### config.mk
export PLATFORM = sky130hd
export DESIGN_NAME = adc_spi_resp_flat
export DESIGN_NICKNAME = d
export VERILOG_FILES = /design/src/rtl/adc_spi_resp_if.sv /design/src/rtl/adc_spi_resp.sv /design/src/flat_wrapper.sv
export SDC_FILE = /design/constraint.sdc
export NUM_CORES = 1
export LEC_CHECK = 0
export ABC_AREA = 0
export BUFFER_PORTS_ARGS = -buffer_cell sky130_fd_sc_hd__buf_2
export CAP_MARGIN = 20
export CELL_PAD_IN_SITES_DETAIL_PLACEMENT = 1
export CELL_PAD_IN_SITES_GLOBAL_PLACEMENT = 1
export CORE_MARGIN = 4
export CORE_UTILIZATION = 34
export CTS_CLUSTER_DIAMETER = 200
export DETAILED_ROUTE_END_ITERATION = 8
export GPL_ROUTABILITY_DRIVEN = 0
export PLACE_DENSITY_LB_ADDON = 0.25
export REMOVE_ABC_BUFFERS = 1
export SKIP_CTS_REPAIR_TIMING = 1
export SLEW_MARGIN = 10
export SYNTH_ARGS = -nofsm -noshare
export SYNTH_HDL_FRONTEND = slang
export SYNTH_SLANG_ARGS = --single-unit
### constraint.sdc
create_clock -name clk -period 1.54 [get_ports clk]
set_input_delay 0.077 -clock clk [delete_from_list [all_inputs] [get_ports clk]]
set_output_delay 0.077 -clock clk [all_outputs]
set_load 0.01 [all_outputs]
### src/rtl/adc_spi_resp_if.sv
// SPI pins between the A2D master and the emulated ADC128S-style responder.
// The bus is point-to-point, so MISO is always driven (no tristate).
interface adc_spi_resp_if;
    logic SS_n;
    logic SCLK;
    logic MOSI;
    logic MISO;

    modport master (output SS_n, output SCLK, output MOSI, input MISO);
    modport slave  (input SS_n, input SCLK, input MOSI, output MISO);
endinterface

### src/rtl/adc_spi_resp.sv
// SPI responder emulating an 8-channel 12-bit ADC128S converter. It returns the
// channel addressed in the previous frame, with values taken from ch_data.
//
// state | meaning
// IDLE  | waiting for SS_n fall, MISO held low
// LOAD  | one clk: capture addressed channel into tx shifter
// SHIFT | clocking command in / data out on SCLK edges
module adc_spi_resp #(
    parameter int SYNC_STAGES = 2
) (
    input  logic          clk,
    input  logic          rst,
    adc_spi_resp_if.slave spi,
    input  logic [95:0]   ch_data,
    output logic          cmd_vld,
    output logic [2:0]    cmd_chnl,
    output logic          frm_err
);

    localparam logic [1:0] IDLE  = 2'd0;
    localparam logic [1:0] LOAD  = 2'd1;
    localparam logic [1:0] SHIFT = 2'd2;

    if (SYNC_STAGES < 2 || SYNC_STAGES > 3) begin : g_bad_sync
        $error("adc_spi_resp: SYNC_STAGES must be 2 or 3");
    end

    logic [SYNC_STAGES-1:0] ss_sync_q;
    logic [SYNC_STAGES-1:0] sclk_sync_q;
    logic [SYNC_STAGES-1:0] mosi_sync_q;
    logic                   ss_hist_q;
    logic                   sclk_hist_q;

    logic [1:0]  state_q,    state_d;
    logic [15:0] tx_q,       tx_d;
    logic [13:0] rx_q,       rx_d;
    logic [4:0]  bit_cnt_q,  bit_cnt_d;
    logic [2:0]  chnl_q,     chnl_d;
    logic        vld_q,      vld_d;
    logic        err_q,      err_d;
    logic        miso_q,     miso_d;

    logic        ss_s, sclk_s, mosi_s;
    logic        ss_fall, ss_rise, sclk_rise, sclk_fall;
    logic [13:0] rx_next;
    logic [11:0] ch_arr [8];

    always_ff @(posedge clk) begin
        if (rst) begin
            ss_sync_q   <= '1;
            sclk_sync_q <= '0;
            mosi_sync_q <= '0;
            ss_hist_q   <= 1'b1;
            sclk_hist_q <= 1'b0;
        end else begin
            ss_sync_q   <= {ss_sync_q[SYNC_STAGES-2:0], spi.SS_n};
            sclk_sync_q <= {sclk_sync_q[SYNC_STAGES-2:0], spi.SCLK};
            mosi_sync_q <= {mosi_sync_q[SYNC_STAGES-2:0], spi.MOSI};
            ss_hist_q   <= ss_sync_q[SYNC_STAGES-1];
            sclk_hist_q <= sclk_sync_q[SYNC_STAGES-1];
        end
    end

    assign ss_s      = ss_sync_q[SYNC_STAGES-1];
    assign sclk_s    = sclk_sync_q[SYNC_STAGES-1];
    assign mosi_s    = mosi_sync_q[SYNC_STAGES-1];
    assign ss_fall   = ss_hist_q & ~ss_s;
    assign ss_rise   = ~ss_hist_q & ss_s;
    assign sclk_rise = ~sclk_hist_q & sclk_s;
    assign sclk_fall = sclk_hist_q & ~sclk_s;

    always_comb begin
        for (int n = 0; n < 8; n++) begin
            ch_arr[n] = ch_data[n*12 +: 12];
        end
    end

    // Only 14 command bits are kept; the top two are don't-care and would
    // have shifted out of the address field by the end of the frame anyway.
    assign rx_next = {rx_q[12:0], mosi_s};

    always_comb begin
        state_d   = state_q;
        tx_d      = tx_q;
        rx_d      = rx_q;
        bit_cnt_d = bit_cnt_q;
        chnl_d    = chnl_q;
        vld_d     = 1'b0;
        err_d     = 1'b0;
        case (state_q)
            IDLE: begin
                if (ss_fall) state_d = LOAD;
            end
            LOAD: begin
                tx_d      = {4'b0000, ch_arr[chnl_q]};
                bit_cnt_d = 5'd0;
                state_d   = SHIFT;
            end
            SHIFT: begin
                if (ss_rise) begin
                    err_d   = 1'b1;
                    state_d = IDLE;
                end else if (sclk_rise) begin
                    rx_d      = rx_next;
                    bit_cnt_d = bit_cnt_q + 5'd1;
                    if (bit_cnt_q == 5'd15) begin
                        chnl_d  = rx_next[13:11];
                        vld_d   = 1'b1;
                        state_d = IDLE;
                    end
                end else if (sclk_fall && bit_cnt_q != 5'd0) begin
                    tx_d = {tx_q[14:0], 1'b0};
                end
            end
            default: state_d = IDLE;
        endcase
    end

    // MISO is registered so it never glitches while the shifter updates.
    assign miso_d = (state_q == SHIFT) ? tx_q[15] : 1'b0;

    always_ff @(posedge clk) begin
        if (rst) begin
            state_q   <= IDLE;
            tx_q      <= '0;
            rx_q      <= '0;
            bit_cnt_q <= '0;
            chnl_q    <= '0;
            vld_q     <= 1'b0;
            err_q     <= 1'b0;
            miso_q    <= 1'b0;
        end else begin
            state_q   <= state_d;
            tx_q      <= tx_d;
            rx_q      <= rx_d;
            bit_cnt_q <= bit_cnt_d;
            chnl_q    <= chnl_d;
            vld_q     <= vld_d;
            err_q     <= err_d;
            miso_q    <= miso_d;
        end
    end

    assign spi.MISO = miso_q;
    assign cmd_vld  = vld_q;
    assign cmd_chnl = chnl_q;
    assign frm_err  = err_q;

endmodule

### src/flat_wrapper.sv
// flat-port wrapper written by rule: the top's interface ports become plain ports
module adc_spi_resp_flat 
#(
    parameter int SYNC_STAGES = 2
)
  (clk, rst, ch_data, cmd_vld, cmd_chnl, frm_err, spi_SS_n, spi_SCLK, spi_MOSI, spi_MISO);
  adc_spi_resp_if spi_i ();
  input  logic clk;
  input  logic rst;
  input  logic [95:0] ch_data;
  output logic cmd_vld;
  output logic [2:0] cmd_chnl;
  output logic frm_err;
  input wire logic [$bits(spi_i.SS_n)-1:0] spi_SS_n;
  input wire logic [$bits(spi_i.SCLK)-1:0] spi_SCLK;
  input wire logic [$bits(spi_i.MOSI)-1:0] spi_MOSI;
  output wire logic [$bits(spi_i.MISO)-1:0] spi_MISO;
  assign spi_i.SS_n = spi_SS_n;
  assign spi_i.SCLK = spi_SCLK;
  assign spi_i.MOSI = spi_MOSI;
  assign spi_MISO = spi_i.MISO;
  adc_spi_resp #(.SYNC_STAGES(SYNC_STAGES)) u_core (.clk(clk), .rst(rst), .spi(spi_i), .ch_data(ch_data), .cmd_vld(cmd_vld), .cmd_chnl(cmd_chnl), .frm_err(frm_err));
endmodule
== After elaboration in Yosys (flattened, before gate mapping) ==
Cells that the tools add are included.
Operators by class
  add/subtract/negate cells: 1
  order comparisons: 1
  equality and inequality tests: 10
  muxes and demuxes: 17
  bitwise logic cells: 12
  reduce and logical (&&, ||, !) cells: 11
Operator list (count)
  16-bit two-way mux: 3
  12-bit binary-select mux with 3-bit select: 1
  16-bit case mux with 2 select lines: 1
  12-bit two-way mux: 2
  5-bit two-way mux: 2
  5-bit case mux with 2 select lines: 1
  3-bit AND reduction: 3
  2-bit two-way mux: 4
  4-bit AND reduction: 2
  1-bit NOT: 7
  2-bit by 1-bit inequality test with 1-bit output, second input constant: 3
  3-bit by 1-bit inequality test with 1-bit output, second input constant: 2
  2-bit case mux with 3 select lines: 1
  5-bit by 1-bit adder with 5-bit output, second input constant: 1
  5-bit by 4-bit equality test with 1-bit output, second input constant: 1
  5-bit nonzero test: 1
  1-bit bitwise AND: 4
  4-bit greater-or-equal comparator, second input constant: 1
  2-bit inequality test, second input constant: 2
  3-bit NOT with 4-bit output: 1
  4-bit OR reduction: 1
  2-bit by 1-bit equality test with 1-bit output, second input constant: 1
  2-bit equality test, second input constant: 1
  2-bit logical NOT: 1
  4 further kinds: 5
Storage, ports and cells
  register bits after elaboration: 50
  input port bits: 101
  output and inout bits: 6
  logic and storage cells: 65

== Logic depth before layout (Yosys ltp) ==
  depth after elaboration: 7
  depth in mapped cells: 8
  gate-level depth less buffers: 7

== Worst setup path after synthesis ==
No wires, ideal clock.
  path type: register -> register
  start point: register u_core.chnl_q[0], in the netlist u_core.cmd_chnl[0]
  end point: register u_core.tx_q[11]
  setup time: 0.132 ns
  arrival time: 1.660 ns
  required time: 1.408 ns
  setup slack: -0.252 ns
  stages on the path, launching flop included: 7
  buffers on the path: 2
  period minus slack after synthesis: 1.792 ns
  path through: dfxtp_1 -> buf_6 -> buf_8 -> mux4_1 -> mux2_2 -> o211ai_2 -> a21oi_1
Between the ends
  cells in the longest elaborated chain, start to end: 5
RTL lines
  start: declaration: RTL line adc_spi_resp.sv:38  | logic [2:0] chnl_q, chnl_d;
  start signal: assignment: RTL line adc_spi_resp.sv:137  | chnl_q <= chnl_d;
  3-bit NOT with 4-bit output (not written as such): RTL line adc_spi_resp.sv:95  | tx_d = {4'b0000, ch_arr[chnl_q]};
  12-bit binary-select mux with 3-bit select: RTL line adc_spi_resp.sv:95
  12-bit two-way mux (not written as such) (2 in series): RTL line adc_spi_resp.sv:95
  16-bit case mux with 2 select lines: RTL line adc_spi_resp.sv:90  | case (state_q)
  end signal: assignment: RTL line adc_spi_resp.sv:134  | tx_q <= tx_d;
  end: declaration: RTL line adc_spi_resp.sv:35  | logic [15:0] tx_q, tx_d;
No other way between the ends. The select of a mux whose other input is x is not followed.
A chain may end at the register's enable or synchronous reset.

== Final worst setup path ==
  start point: register u_core.chnl_q[0], in the netlist u_core.cmd_chnl[0]
  end point: register u_core.tx_q[8]
Same word-level chain as after synthesis.

==> flow_metrics.tcl <==
set metrics [dict create \
    crit_arrival_ns 1.98 \
    outcome "complete, but fails checks" \
    crit_path_end_kind "flip-flop" \
    power_frac_seq_pct 53.8 \
    cts_buffers 5 \
    power.share.combinational_pct 14.9 \
    critical_path.cell_chain "clkbuf_16 -> mux4_1 -> mux2_2 -> o211ai_2 -> a21oi_1" \
    grt_pass1_wl_um 11600 \
    synthesis.area_sq_um 2830 \
    clockPowerShare_pct 31.3 \
    design_area_sq_um 3990 \
    hpwl_um 5620 \
    cts_buffer_depth 2 \
    rsz0062_at_grt "true" \
    area_delta_synth_final_pct 41.0 \
    vdd_ir_drop_max_mv 0.306 \
    cts.sinks 50 \
    synthCells 252 \
    min_from "rst" \
    clk_latency_ns 0.31 \
    holdPathStages 2 \
    drt-vias-per-instance 5.08 \
    antenna_found_initial 0 \
    timing.rr.start "u_core.cmd_chnl[0]" \
    reg2reg_setup_slack_ns -0.23 \
    io_buffers 106 \
    violations "negative setup slack" \
    grt-ovfl-total 0 \
    ys_ff_latch 50 \
    tightest_slew_ns 0.409 \
    drive_above_1_share_pct 54.1 \
    slowest_delay_ns 0.56 \
    crit_type "flip-flop to flip-flop" \
    rows 33 \
    worst_slack_ns -0.226 \
    grt_max_degree 27 \
    cp.required_ns 1.75 \
    p_leak_nw 1.70 \
    max_slew_margin_pct 72.5 \
    synth_edf_count 0 \
    clk_pin_slew_ns 0.10 \
    dr_total_vias 2471 \
    drc 0 \
    setup_viol 14 \
    reg2reg_depth 5 \
    die_w_um 99.2 \
    cts-root-buf "clkbuf_8" \
    max_freq_ghz 0.566 \
    tritoncts "built" \
    syn_area_per_cell_sq_um 11.2 \
    crit_fanout 13 \
    clock_skew_ns 0.00841 \
    nNetsFinal 488 \
    ys.warnings.count 0 \
    power.switching_mw 0.605 \
    cts_max_level 2 \
    place_area_sq_um 3600 \
    drt_iter0_drc 85 \
    hold_class "input port to flip-flop" \
    diodes 0 \
    cap_viol_max_count 0 \
    min_to "u_core.sclk_sync_q[1]" \
    grt_pass1_vias 2421 \
    ys_seq_area_share_pct 35.4 \
    p_sw_share_pct 24.5 \
    initial_core_util_pct 34.8 \
    async_reset_ff_share_pct 0 \
    timing.rr.end "u_core.tx_q[8]" \
    internal-power_mw 1.86 \
    slew_violations 0 \
    hold_viol_final 0 \
    drt-pass1-iter-count 4 \
    coreArea_sq_um 8130 \
    dieHeight_um 99.2 \
    track_usage_pct 14.4 \
    cpMaxStageDelayCell "mux4_1" \
    boundaryPins 107 \
    period_needed_ns 1.77 \
    dpl_worst_slack_ns -0.273 \
    powerDensity_nw_per_um2 618 \
    synth_flop_cell "dfxtp_1" \
    wl_per_cell_um 16.4 \
    timing.final.crit_share_pct 115 \
    antenna_left 0 \
    wl_um 7990 \
    synth.distinct_cells 38 \
    start_kind "flip-flop" \
    dieArea_sq_um 9840 \
]
==> per-layer routing <==
metal | track usage [%] | share of wire (%)
met2 | 25.9 | 50
met5 | 0 | 0
met4 | 3.47 | 1.2
met1 | 17.4 | 42
met3 | 3.37 | 6.2
==> worst max-delay path, delay by kind of cell (launching register included) <==
family                 cells  cell delay (ns)
AOI/OAI and AO/OA          2             0.21
buffers and inverters      1             0.19
DFF                        1             0.41
muxes                      2             0.85
==> flip-flops by register name, indices dropped and copies added (netlist names), 2 cells and up <==
name	cells
u_core.state_q	2
u_core.tx_q	16
u_core.sclk_sync_q	2
u_core.ss_sync_q	2
u_core.mosi_sync_q	2
u_core.bit_cnt_q	5
u_core.cmd_chnl	3
u_core.rx_q	13
==> synthesized netlist by cell type (5+ instances only) <==
library cell,n,share of area [%]
o211ai_2,6,2.7
mux4_1,16,15
nand2b_1,15,3.3
inv_1,6,0.80
nor2_1,29,3.8
dfxtp_1,50,35
mux2i_1,19,6.7
nor2b_1,7,1.5
o211ai_1,5,1.3
mux2_2,11,4.4
buf_2,7,1.2
nand2_1,11,1.5
clkbuf_1,10,1.3
mux4_2,8,6.4
ha_1,7,3.1
a21oi_1,11,1.9
==> metrics by stage <==
stage / util (%) / power [mW] / setup TNS (ns) / hold slack, ns / cells
CTS: 45.3 / 2.47 / -4.31 / -0.0585 / 475
finish: 49.1 / 2.46 / -2.34 / 0.0684 / 486
global placement: 44.2 / 1.67 / -3.62 / 0.260 / 467
global route: 49.1 / 2.61 / -3.48 / 0.0797 / 486
floorplan: - / 1.49 / -31.73 / 0.146 / 232
detailed placement: 44.2 / 1.68 / -3.86 / 0.265 / 467
==> layout by cell type, fill, tap and decap left out, types with 2 or more instances in the layout <==
cell / instances
dfxtp_1: 45
mux2_4: 4
and4_1: 2
or2_2: 3
xnor2_1: 3
nand2_1: 11
inv_2: 2
o211ai_2: 6
mux4_2: 13
dlygate4sd3_1: 3
buf_2: 106
mux2_2: 7
nand2b_1: 12
buf_4: 22
ha_1: 2
buf_12: 2
mux2i_1: 19
and3_4: 2
a21oi_1: 11
nor3_1: 2
nand2b_2: 2
nor2_1: 29
mux4_1: 11
ha_4: 4
buf_6: 5
nor2b_1: 5
inv_1: 4
clkbuf_8: 5
nor2b_2: 2
a22oi_2: 4
clkbuf_16: 3
a31oi_1: 2
dfxtp_2: 4
o211ai_1: 5
==> power groups by stage <==
stage / logic [mW] / registers [mW] / clock network [mW]
CTS: 0.328 / 1.33 / 0.813
finish: 0.367 / 1.33 / 0.771
floorplan: 0.132 / 1.35 / 0
global route: 0.400 / 1.33 / 0.877
global placement: 0.319 / 1.36 / 0
detailed placement: 0.326 / 1.36 / 0
==> worst max path at each step <==
stage,slack [ns],endpoint,from,cells past startpoint
6_report,-0.23,u_core.tx_q[8],u_core.cmd_chnl[0],5
5_1_grt,-0.27,u_core.tx_q[8],u_core.cmd_chnl[0],5
4_1_cts,-0.28,u_core.tx_q[3],u_core.cmd_chnl[0],5
3_5_place_dp,-0.27,u_core.tx_q[3],u_core.cmd_chnl[0],5
3_3_place_gp,-0.25,u_core.tx_q[3],u_core.cmd_chnl[0],5
2_1_floorplan,-1.61,u_core.tx_q[1],u_core.state_q[0],6
==> kinds of logic (layout without fill, tap and decap cells) <==
| family | Yosys count | in the layout | synth area share, % |
|---|---|---|---|
| AO/OA/AOI/OAI | 34 | 34 | 9.33 |
| XOR/XNOR | 3 | 3 | 0.929 |
| adder cells (fa/ha/maj) | 7 | 7 | 3.10 |
| buffers and inverters | 26 | 155 | 5.00 |
| flip-flops | 50 | 50 | 35.4 |
| multiplexers | 54 | 54 | 32.3 |
| AND/OR/NAND/NOR | 78 | 78 | 13.9 |
==> layout make-up <==
| class | count | area (sq um) |
|---|---|---|
| inverters | 6 | 22.5 |
| multi-input cells | 176 | 1840 |
| clock buffers | 5 | 68.8 |
| repair buffers | 141 | 897 |
| fillers | 912 | 4140 |
| clock inverters | 3 | 21.3 |
| well taps | 105 | 131 |
| flip-flops and latches | 50 | 1010 |
(Power assumes the default switching activity.)
